===== config.mk =====
export PLATFORM = sky130hd
export DESIGN_NAME = phase_seq_monitor_flat
export DESIGN_NICKNAME = d
export VERILOG_FILES = /design/src/rtl/phase_seq_monitor_pkg.sv /design/src/rtl/phase_seq_monitor_if.sv /design/src/rtl/phase_seq_monitor_onehot4_decode.sv /design/src/rtl/phase_seq_monitor.sv /design/src/flat_wrapper.sv
export SDC_FILE = /design/constraint.sdc
export NUM_CORES = 1
export LEC_CHECK = 0
export CAP_MARGIN = 40
export CORE_MARGIN = 1
export CORE_UTILIZATION = 30
export DETAILED_ROUTE_END_ITERATION = 10
export PLACE_DENSITY = 0.48
export RECOVER_POWER = 25
export SLEW_MARGIN = 20
export SYNTH_ARGS = -nofsm -noshare
export SYNTH_HDL_FRONTEND = slang
export SYNTH_SLANG_ARGS = --single-unit

===== constraint.sdc =====
create_clock -name clk_in -period 3.8 [get_ports clk_in]
set_clock_uncertainty 0.1 [all_clocks]
set_input_delay 0.38 -clock clk_in [delete_from_list [all_inputs] [get_ports clk_in]]
set_output_delay 0.38 -clock clk_in [all_outputs]
set_load 0.05 [all_outputs]

===== src/rtl/phase_seq_monitor_pkg.sv =====
// Shared types and constants for the four-phase strobe monitor.
// Holds the FSM state encoding and the strobe-sample classification.
package phase_mon_pkg;

    localparam int NUM_PHASES = 4;
    localparam int IDX_W      = $clog2(NUM_PHASES);

    typedef enum logic [1:0] {
        UNLOCKED,
        LOCKING,
        LOCKED
    } mon_state_e;

    typedef enum logic [1:0] {
        CLS_NONE,
        CLS_ONE,
        CLS_MULTI
    } phase_cls_e;

endpackage


===== src/rtl/phase_seq_monitor_if.sv =====
// Strobe inputs and status outputs of the phase-sequence monitor.
// The master drives the strobes; the slave (monitor) reports status.
interface phase_seq_monitor_if #(
    parameter int ERR_CNT_W = 8,
    parameter int ROT_CNT_W = 16
);
    logic                 clk1_in;
    logic                 clk2_in;
    logic                 clk3_in;
    logic                 clk4_in;
    logic [1:0]           phase_idx;
    logic                 phase_valid;
    logic                 locked;
    logic                 seq_err;
    logic [ERR_CNT_W-1:0] err_count;
    logic [ROT_CNT_W-1:0] rot_count;
    logic                 rot_tick;

    modport master (
        output clk1_in, clk2_in, clk3_in, clk4_in,
        input  phase_idx, phase_valid, locked, seq_err,
        input  err_count, rot_count, rot_tick
    );

    modport slave (
        input  clk1_in, clk2_in, clk3_in, clk4_in,
        output phase_idx, phase_valid, locked, seq_err,
        output err_count, rot_count, rot_tick
    );
endinterface


===== src/rtl/phase_seq_monitor_onehot4_decode.sv =====
// Combinational classifier for a 4-bit strobe sample: none / one-hot / multi,
// plus the bit position when exactly one strobe is set.
module onehot4_decode
    import phase_mon_pkg::*;
(
    input  logic [3:0]       i_strobe,
    output phase_cls_e       o_cls,
    output logic [IDX_W-1:0] o_idx
);
    always_comb begin
        o_cls = CLS_MULTI;
        o_idx = '0;
        case (i_strobe)
            4'b0000: o_cls = CLS_NONE;
            4'b0001: begin o_cls = CLS_ONE; o_idx = IDX_W'(0); end
            4'b0010: begin o_cls = CLS_ONE; o_idx = IDX_W'(1); end
            4'b0100: begin o_cls = CLS_ONE; o_idx = IDX_W'(2); end
            4'b1000: begin o_cls = CLS_ONE; o_idx = IDX_W'(3); end
            default: o_cls = CLS_MULTI;
        endcase
    end
endmodule


===== src/rtl/phase_seq_monitor.sv =====
// Receiver-side monitor for four one-hot phase strobes: decodes the phase,
// checks rotation order, locks after a good run and counts errors/rotations.
module phase_seq_monitor
    import phase_mon_pkg::*;
#(
    parameter int LOCK_COUNT = 4,
    parameter int ERR_CNT_W  = 8,
    parameter int ROT_CNT_W  = 16
) (
    input  logic               clk_in,
    input  logic               rst_in,
    phase_seq_monitor_if.slave mon_if
);
    localparam int GOOD_W = $clog2(LOCK_COUNT + 1);

    logic [3:0]           w_strobe;
    phase_cls_e           w_cls;
    logic [IDX_W-1:0]     w_idx;
    logic [IDX_W-1:0]     w_expected;
    logic                 w_one;
    logic                 w_in_order;
    logic [GOOD_W-1:0]    w_good_inc;

    mon_state_e           r_state_p1;
    logic [GOOD_W-1:0]    r_good_cnt_p1;
    logic [IDX_W-1:0]     r_last_idx_p1;
    logic                 r_vld_p1;
    logic                 r_locked_p1;
    logic                 r_seq_err_p1;
    logic                 r_rot_tick_p1;
    logic [ERR_CNT_W-1:0] r_err_cnt_p1;
    logic [ROT_CNT_W-1:0] r_rot_cnt_p1;

    function automatic logic [ERR_CNT_W-1:0] sat_inc(input logic [ERR_CNT_W-1:0] v);
        return (&v) ? v : v + ERR_CNT_W'(1);
    endfunction

    assign w_strobe = {mon_if.clk4_in, mon_if.clk3_in, mon_if.clk2_in, mon_if.clk1_in};

    onehot4_decode u_decode (
        .i_strobe (w_strobe),
        .o_cls    (w_cls),
        .o_idx    (w_idx)
    );

    // Expected index wraps naturally because IDX_W covers exactly NUM_PHASES.
    assign w_expected = r_last_idx_p1 + IDX_W'(1);
    assign w_one      = (w_cls == CLS_ONE);
    assign w_in_order = w_one && (w_idx == w_expected);
    assign w_good_inc = r_good_cnt_p1 + GOOD_W'(1);

    // Stage p1: every output is registered from the current strobe sample.
    always_ff @(posedge clk_in) begin
        if (rst_in) begin
            r_state_p1    <= UNLOCKED;
            r_good_cnt_p1 <= '0;
            r_last_idx_p1 <= '0;
            r_vld_p1      <= 1'b0;
            r_locked_p1   <= 1'b0;
            r_seq_err_p1  <= 1'b0;
            r_rot_tick_p1 <= 1'b0;
            r_err_cnt_p1  <= '0;
            r_rot_cnt_p1  <= '0;
        end else begin
            r_vld_p1      <= w_one;
            r_seq_err_p1  <= 1'b0;
            r_rot_tick_p1 <= 1'b0;
            if (w_one) r_last_idx_p1 <= w_idx;

            case (r_state_p1)
                UNLOCKED: begin
                    if (w_one) begin
                        r_good_cnt_p1 <= GOOD_W'(1);
                        r_state_p1    <= LOCKING;
                    end
                end
                LOCKING: begin
                    if (w_in_order) begin
                        r_good_cnt_p1 <= w_good_inc;
                        if (w_good_inc == GOOD_W'(LOCK_COUNT)) begin
                            r_state_p1  <= LOCKED;
                            r_locked_p1 <= 1'b1;
                        end
                    end else if (w_one) begin
                        r_good_cnt_p1 <= GOOD_W'(1);
                    end else begin
                        r_good_cnt_p1 <= '0;
                        r_state_p1    <= UNLOCKED;
                    end
                end
                LOCKED: begin
                    if (w_in_order) begin
                        if (w_idx == IDX_W'(NUM_PHASES - 1)) begin
                            r_rot_tick_p1 <= 1'b1;
                            r_rot_cnt_p1  <= r_rot_cnt_p1 + ROT_CNT_W'(1);
                        end
                    end else begin
                        r_seq_err_p1 <= 1'b1;
                        r_err_cnt_p1 <= sat_inc(r_err_cnt_p1);
                        r_locked_p1  <= 1'b0;
                        if (w_one) begin
                            r_good_cnt_p1 <= GOOD_W'(1);
                            r_state_p1    <= LOCKING;
                        end else begin
                            r_good_cnt_p1 <= '0;
                            r_state_p1    <= UNLOCKED;
                        end
                    end
                end
                default: begin
                    r_state_p1    <= UNLOCKED;
                    r_good_cnt_p1 <= '0;
                    r_locked_p1   <= 1'b0;
                end
            endcase
        end
    end

    assign mon_if.phase_idx   = r_last_idx_p1;
    assign mon_if.phase_valid = r_vld_p1;
    assign mon_if.locked      = r_locked_p1;
    assign mon_if.seq_err     = r_seq_err_p1;
    assign mon_if.err_count   = r_err_cnt_p1;
    assign mon_if.rot_count   = r_rot_cnt_p1;
    assign mon_if.rot_tick    = r_rot_tick_p1;

endmodule


===== src/flat_wrapper.sv =====
// flat-port wrapper written by rule: the top's interface ports become plain ports
module phase_seq_monitor_flat import phase_mon_pkg::*;
#(
    parameter int LOCK_COUNT = 4,
    parameter int ERR_CNT_W  = 8,
    parameter int ROT_CNT_W  = 16
)
  (clk_in, rst_in, mon_if_clk1_in, mon_if_clk2_in, mon_if_clk3_in, mon_if_clk4_in, mon_if_phase_idx, mon_if_phase_valid, mon_if_locked, mon_if_seq_err, mon_if_err_count, mon_if_rot_count, mon_if_rot_tick);
  phase_seq_monitor_if #(.ERR_CNT_W(ERR_CNT_W), .ROT_CNT_W(ROT_CNT_W)) mon_if_i ();
  input  logic clk_in;
  input  logic rst_in;
  input wire logic [$bits(mon_if_i.clk1_in)-1:0] mon_if_clk1_in;
  input wire logic [$bits(mon_if_i.clk2_in)-1:0] mon_if_clk2_in;
  input wire logic [$bits(mon_if_i.clk3_in)-1:0] mon_if_clk3_in;
  input wire logic [$bits(mon_if_i.clk4_in)-1:0] mon_if_clk4_in;
  output wire logic [$bits(mon_if_i.phase_idx)-1:0] mon_if_phase_idx;
  output wire logic [$bits(mon_if_i.phase_valid)-1:0] mon_if_phase_valid;
  output wire logic [$bits(mon_if_i.locked)-1:0] mon_if_locked;
  output wire logic [$bits(mon_if_i.seq_err)-1:0] mon_if_seq_err;
  output wire logic [$bits(mon_if_i.err_count)-1:0] mon_if_err_count;
  output wire logic [$bits(mon_if_i.rot_count)-1:0] mon_if_rot_count;
  output wire logic [$bits(mon_if_i.rot_tick)-1:0] mon_if_rot_tick;
  assign mon_if_i.clk1_in = mon_if_clk1_in;
  assign mon_if_i.clk2_in = mon_if_clk2_in;
  assign mon_if_i.clk3_in = mon_if_clk3_in;
  assign mon_if_i.clk4_in = mon_if_clk4_in;
  assign mon_if_phase_idx = mon_if_i.phase_idx;
  assign mon_if_phase_valid = mon_if_i.phase_valid;
  assign mon_if_locked = mon_if_i.locked;
  assign mon_if_seq_err = mon_if_i.seq_err;
  assign mon_if_err_count = mon_if_i.err_count;
  assign mon_if_rot_count = mon_if_i.rot_count;
  assign mon_if_rot_tick = mon_if_i.rot_tick;
  phase_seq_monitor #(.LOCK_COUNT(LOCK_COUNT), .ERR_CNT_W(ERR_CNT_W), .ROT_CNT_W(ROT_CNT_W)) u_core (.clk_in(clk_in), .rst_in(rst_in), .mon_if(mon_if_i));
endmodule

After elaboration in Yosys (flattened, before gate mapping) --
Cells that the tools add are included.
Cells by class: $add $sub $neg 4, $mul 0, divide/modulo/power cells 0, magnitude comparators 0, eq/ne operators 16, shift operators 0, mux-type cells 20, bitwise gates (word level) 4, reduce and logical (&&, ||, !) cells 12
Operator list (count):
- $add A16 B1 Y16 const B | 1
- $pmux W2 S3 | 2
- $mux W2 | 5
- $mux W3 | 3
- $pmux W3 S3 | 1
- $add A8 B1 Y8 const B | 1
- $reduce_and A4 Y1 | 2
- $reduce_and A8 Y1 | 1
- $mux W1 | 7
- $ne A2 B1 Y1 const B | 3
- $ne A3 B3 Y1 const B | 2
- $reduce_and A3 Y1 | 2
- $eq A2 B1 Y1 const B | 2
- $eq A2 B2 Y1 const B | 2
- $eq A4 B1 Y1 const B | 1
- $eq A4 B2 Y1 const B | 1
- $eq A4 B3 Y1 const B | 1
- $eq A4 B4 Y1 const B | 1
- $logic_not A4 Y1 | 1
- $not A1 Y1 | 4
- $pmux W2 S2 | 1
- $reduce_or A4 Y1 | 1
- $add A3 B1 Y3 const B | 1
- $eq A3 B3 Y1 const B | 1
- 9 further kinds | 9
Storage, ports and cells: register bits after elaboration 35, latch bits 0, RAM bits 0, bits in read-only memories 0, bits of input ports 6, memories 0

Depth between registers and ports, before layout --
depth in word-level cells 7, mapped depth 9, mapped depth without buffers 6

Cells and area by module --
A second synthesis with hierarchy kept.
Second synthesis, totals: cell total of the unflattened synthesis 212, area, all modules 1821.7 um2
Modules (own cells, without submodules):
- phase_seq_monitor | instances 1, cells an instance 201, area each 1751.7 um2, seq. area each 700.7 um2
- onehot4_decode | instances 1, cells an instance 11, area each 70.1 um2, seq. area each 0.0 um2

Least setup slack after synthesis --
OpenSTA, ideal clock, no wires.
path type register to register, from register u_core.r_last_idx_p1[1] (netlist: u_core.mon_if.phase_idx[1]), to register u_core.r_err_cnt_p1[6] (netlist: u_core.mon_if.err_count[6]), setup time 0.116 ns, arrival time 2.419 ns, required time 3.584 ns, path slack 1.165 ns, stages on the path, launching flop included 8, buffers on the path 2, cells stage by stage dfxtp_1 > buf_2 > nor3_1 > and3_1 > or4_1 > buf_4 > or4b_1 > and3b_1
On the way: cells in the longest elaborated chain, start to end 5
RTL lines:
- from (decl) | line phase_seq_monitor.sv:26 | logic [IDX_W-1:0] r_last_idx_p1;
- from (signal assigned) | line phase_seq_monitor.sv:68 | if (w_one) r_last_idx_p1 <= w_idx;
- $add A2 B1 Y2 | line phase_seq_monitor.sv:47 | assign w_expected = r_last_idx_p1 + IDX_W'(1);
- $eq A2 B2 Y1 | line phase_seq_monitor.sv:49 | assign w_in_order = w_one && (w_idx == w_expected);
- $logic_and A1 B1 Y1 | line phase_seq_monitor.sv:49
- $not A1 Y1 (no source line)
- $reduce_and A3 Y1 (no source line)
- to (signal assigned) | line phase_seq_monitor.sv:99 | r_err_cnt_p1 <= sat_inc(r_err_cnt_p1);
- to (decl) | line phase_seq_monitor.sv:31 | logic [ERR_CNT_W-1:0] r_err_cnt_p1;
Every way passes these cells. A chain may end at the register's enable or synchronous reset.

Final worst setup path --
from input port mon_if_clk2_in, to register u_core.r_err_cnt_p1[6] (netlist: u_core.mon_if.err_count[6])
On the way: cells in the longest elaborated chain, start to end 7
RTL lines:
- from (decl) | line flat_wrapper.sv:13 | input wire logic [$bits(mon_if_i.clk2_in)-1:0] mon_if_clk2_in;
- $eq A4 B4 Y1 (tied with other cells) | line phase_seq_monitor_onehot4_decode.sv:13 | case (i_strobe)
- $reduce_or A4 Y1 (no source line)
- $pmux W2 S2 | line phase_seq_monitor_onehot4_decode.sv:13
- $eq A2 B1 Y1 | line phase_seq_monitor.sv:48 | assign w_one = (w_cls == CLS_ONE);
- $logic_and A1 B1 Y1 (*) | line phase_seq_monitor.sv:49
- $not A1 Y1 (no source line) (*)
- $reduce_and A3 Y1 (no source line) (*)
Mark *: on every way between the ends. The rest lies on a longest branch, timed or not.

==> metrics.yaml <==
hp-class: "flip-flop to flip-flop"
grt_pass1_wl_mm: 6.796
layout_common_cells: "35 x dfxtp_1, 26 x nor2_1, 20 x clkdlybuf4s50_1"
period_minus_slack_ns: 2.898
finalCritPeriodShare_pct: 76.28
num-nets-final: 255
start_util_pct: 31.04
grt_usage_pct: 13.88
critPathSlowestCell: "dlygate4sd3_1"
power_w: 0.0007142
grt_max_degree: 30
rsz0062_at_grt: "no"
setup_viol_count_final: 0
worstPathCellList: "dlygate4sd3_1 -> or4b_4 -> nor3b_2 -> or4_1 -> or4b_1 -> and3b_1"
synth_nets: 225
endpoint_kind: "flip-flop"
vias: 1596
grt_pass1_vias: 1451
slew_headroom_pct: 54.70
pwr-share-clk_pct: 38.4
power.leakage_nw: 0.8503
gp_congestion: 0.7475
ir_drop_uv: 120.8
dp_hpwl_mm: 2.754
power_density_nw_per_um2: 312.1
setup_tns_ns: 0
worstMarginPinSlew_ns: 0.6624
dr_wl_met3_um: 165
synth_area_sq_um: 1827
yosysWarningCount: 0
area_growth_pct: 25.27
stdcell_count: 320
avgViaCountPerCell: 4.988
drive_above_1_share_pct: 6.531
cp-start-kind: "input port"
cts_repair_resize_count: 0
status: "complete, no violations"
clockBufferDepth: 2
antenna_found_initial: 0
rows: 28
port_buffers: 35
synth_cell_types: 49
core_area_sq_um: 5886
cts_buffers: 5
n_antenna_cell: 0
root_buffer: "clkbuf_8"
pwr-share-seq_pct: 53.3
p_sw_w: 0.0001761
cp_max_fo: 17
drv_cap: 0
ys.flop_type: "dfxtp_1"
cp.arrival_ns: 2.98
fillers: 617
htree_levels: 2
wl_per_cell_um: 12.28
die_w_um: 80.04
cts_tree: "built"
p_comb_share_pct: 8.3
wl_met1_mm: 2.008
worstPathRequired_ns: 3.89
syn_inst: 215
swShare_pct: 24.66
placed_cells: 313
intPower_w: 0.0005381
async_flop_share_pct: 0
register_area_sq_um: 700.7
cts_setup_buffers: 0
drt_iter0_markers: 74
wl_met2_mm: 1.674
ant_nets: 0
synth.area.top_cells: "dfxtp_1 38%, nor2_1 5.3%, xor2_1 4.3%"
overflow: 0
clk_latency_ns: 0.29
die_h_um: 80.04
synth_edf_count: 0
final_common_cell: "dfxtp_1"
synth_top_cell_by_area: "dfxtp_1"
synthDominantCellAreaShare_pct: 38.36
critPathMaxStageDelay_ns: 0.77
hold_viol: 0
crit_type: "input port to flip-flop"
io_pins: 36
wl_mm: 3.929
highest_layer: "met4"
max_freq_mhz: 345.0
drt_pass1_iterations: 4
synth.avg_cell_area_sq_um: 8.497
dieArea_sq_um: 6406
slew_violations: 0
clkSinkCount: 35
ys_ff_latch: 35
multiInputGateArea_sq_um: 1041
path_clk_slew_ns: 0.07
seq_area_frac_synth_pct: 38.36
drcViolationCount: 0
hold_buffers: 0
## area by class of cell
type / count / share of cell area [%]
Inverter: 2 / 0.3280
Clock buffer: 6 / 3.609
Sequential cell: 35 / 30.62
Timing Repair Buffer: 36 / 15.64
Multi-Input combinational cell: 165 / 45.49
Tap cell: 75 / 4.101
Clock inverter: 1 / 0.2187
## metrics by stage
stage	util [%]	area [sq um]	worst slack (ns)	hold slack, ns
4_1_cts	38.88	2288	0.9782	0.3766
3_5_place_dp	37.39	2201	0.6560	0.3597
6_report	38.88	2288	0.9015	0.3740
2_1_floorplan	-	1827	1.165	0.3411
3_3_place_gp	37.39	2201	0.6965	0.3559
5_1_grt	38.88	2288	0.7343	0.3895
## power by group through the flow
stage                     combinational, W  clock (W)  sequential [W]
final                            0.0000591   0.000274        0.000381
after floorplan                  0.0000381          0        0.000394
after CTS                        0.0000598   0.000286        0.000381
after detailed placement         0.0000597          0        0.000389
after global placement           0.0000595          0        0.000390
after global routing             0.0000660   0.000306        0.000382
## per-layer routing
| layer | global-route usage, % | vias up |
|---|---|---|
| met2 | 21.28 | 34 |
| li1 | - | 836 |
| met1 | 17.81 | 720 |
| met3 | 3.657 | 6 |
| met4 | 6.964 | 0 |
| met5 | 0 | - |
## flip-flops by register name, indices dropped and copies added, names as in the netlist
signal and cells:
u_core.mon_if.err_count 8, u_core.mon_if.locked 1, u_core.mon_if.phase_idx 2, u_core.mon_if.phase_valid 1, u_core.mon_if.rot_count 16, u_core.mon_if.rot_tick 1
u_core.mon_if.seq_err 1, u_core.r_good_cnt_p1 3, u_core.r_state_p1 2
## final timing paths
check | startpoint | depth (start not counted) | slack (ns) | end
worst max-delay path | mon_if_clk2_in | 6 | 0.90 | u_core.mon_if.err_count[6]$_SDFFE_PP0P_
worst min-delay path | u_core.r_good_cnt_p1[2]$_SDFFE_PP0P_ | 1 | 0.37 | u_core.r_good_cnt_p1[2]$_SDFFE_PP0P_
worst min register to register | u_core.r_good_cnt_p1[2]$_SDFFE_PP0P_ | 1 | 0.37 | u_core.r_good_cnt_p1[2]$_SDFFE_PP0P_
worst max register to register | u_core.mon_if.phase_idx[1]$_SDFFE_PP0P_ | 5 | 1.27 | u_core.mon_if.err_count[6]$_SDFFE_PP0P_
## worst max-delay path: cells and delay by family
kind	cells	cell delay, ns
buf+inv	1	0.77
simple gates	5	1.84
## cells in the mapped netlist (2+ instances only)
| cell | number |
|---|---|
| buf_6 | 2 |
| buf_4 | 3 |
| nand4_1 | 6 |
| nand3b_1 | 3 |
| nand2b_1 | 4 |
| buf_1 | 2 |
| nand3_1 | 7 |
| xor2_1 | 9 |
| or2_2 | 3 |
| nor3_1 | 6 |
| clkbuf_1 | 4 |
| xnor2_1 | 6 |
| buf_2 | 2 |
| or3_1 | 6 |
| inv_1 | 2 |
| and4_1 | 4 |
| nand2_1 | 17 |
| nor4_1 | 2 |
| o211ai_1 | 2 |
| o21ai_0 | 12 |
| or4_1 | 4 |
| a31oi_1 | 3 |
| and3_1 | 3 |
| ha_1 | 4 |
| a21o_1 | 2 |
| nor2b_1 | 4 |
| dfxtp_1 | 35 |
| nor2_1 | 26 |
| o31ai_1 | 2 |
| a21oi_1 | 11 |
## cells by family (layout without fill, tap and decap cells)
kind of cell,count (synthesis),after routing,synth area share (%)
AOI/OAI and AO/OA,40,40,13.70
xor gates and xnor gates,15,15,7.192
adders and majority gates,4,4,2.740
buffers and inverters,15,45,4.657
DFF,35,35,38.36
and+or+nand+nor,106,106,33.36
Power figures use the tool's default switching activity.
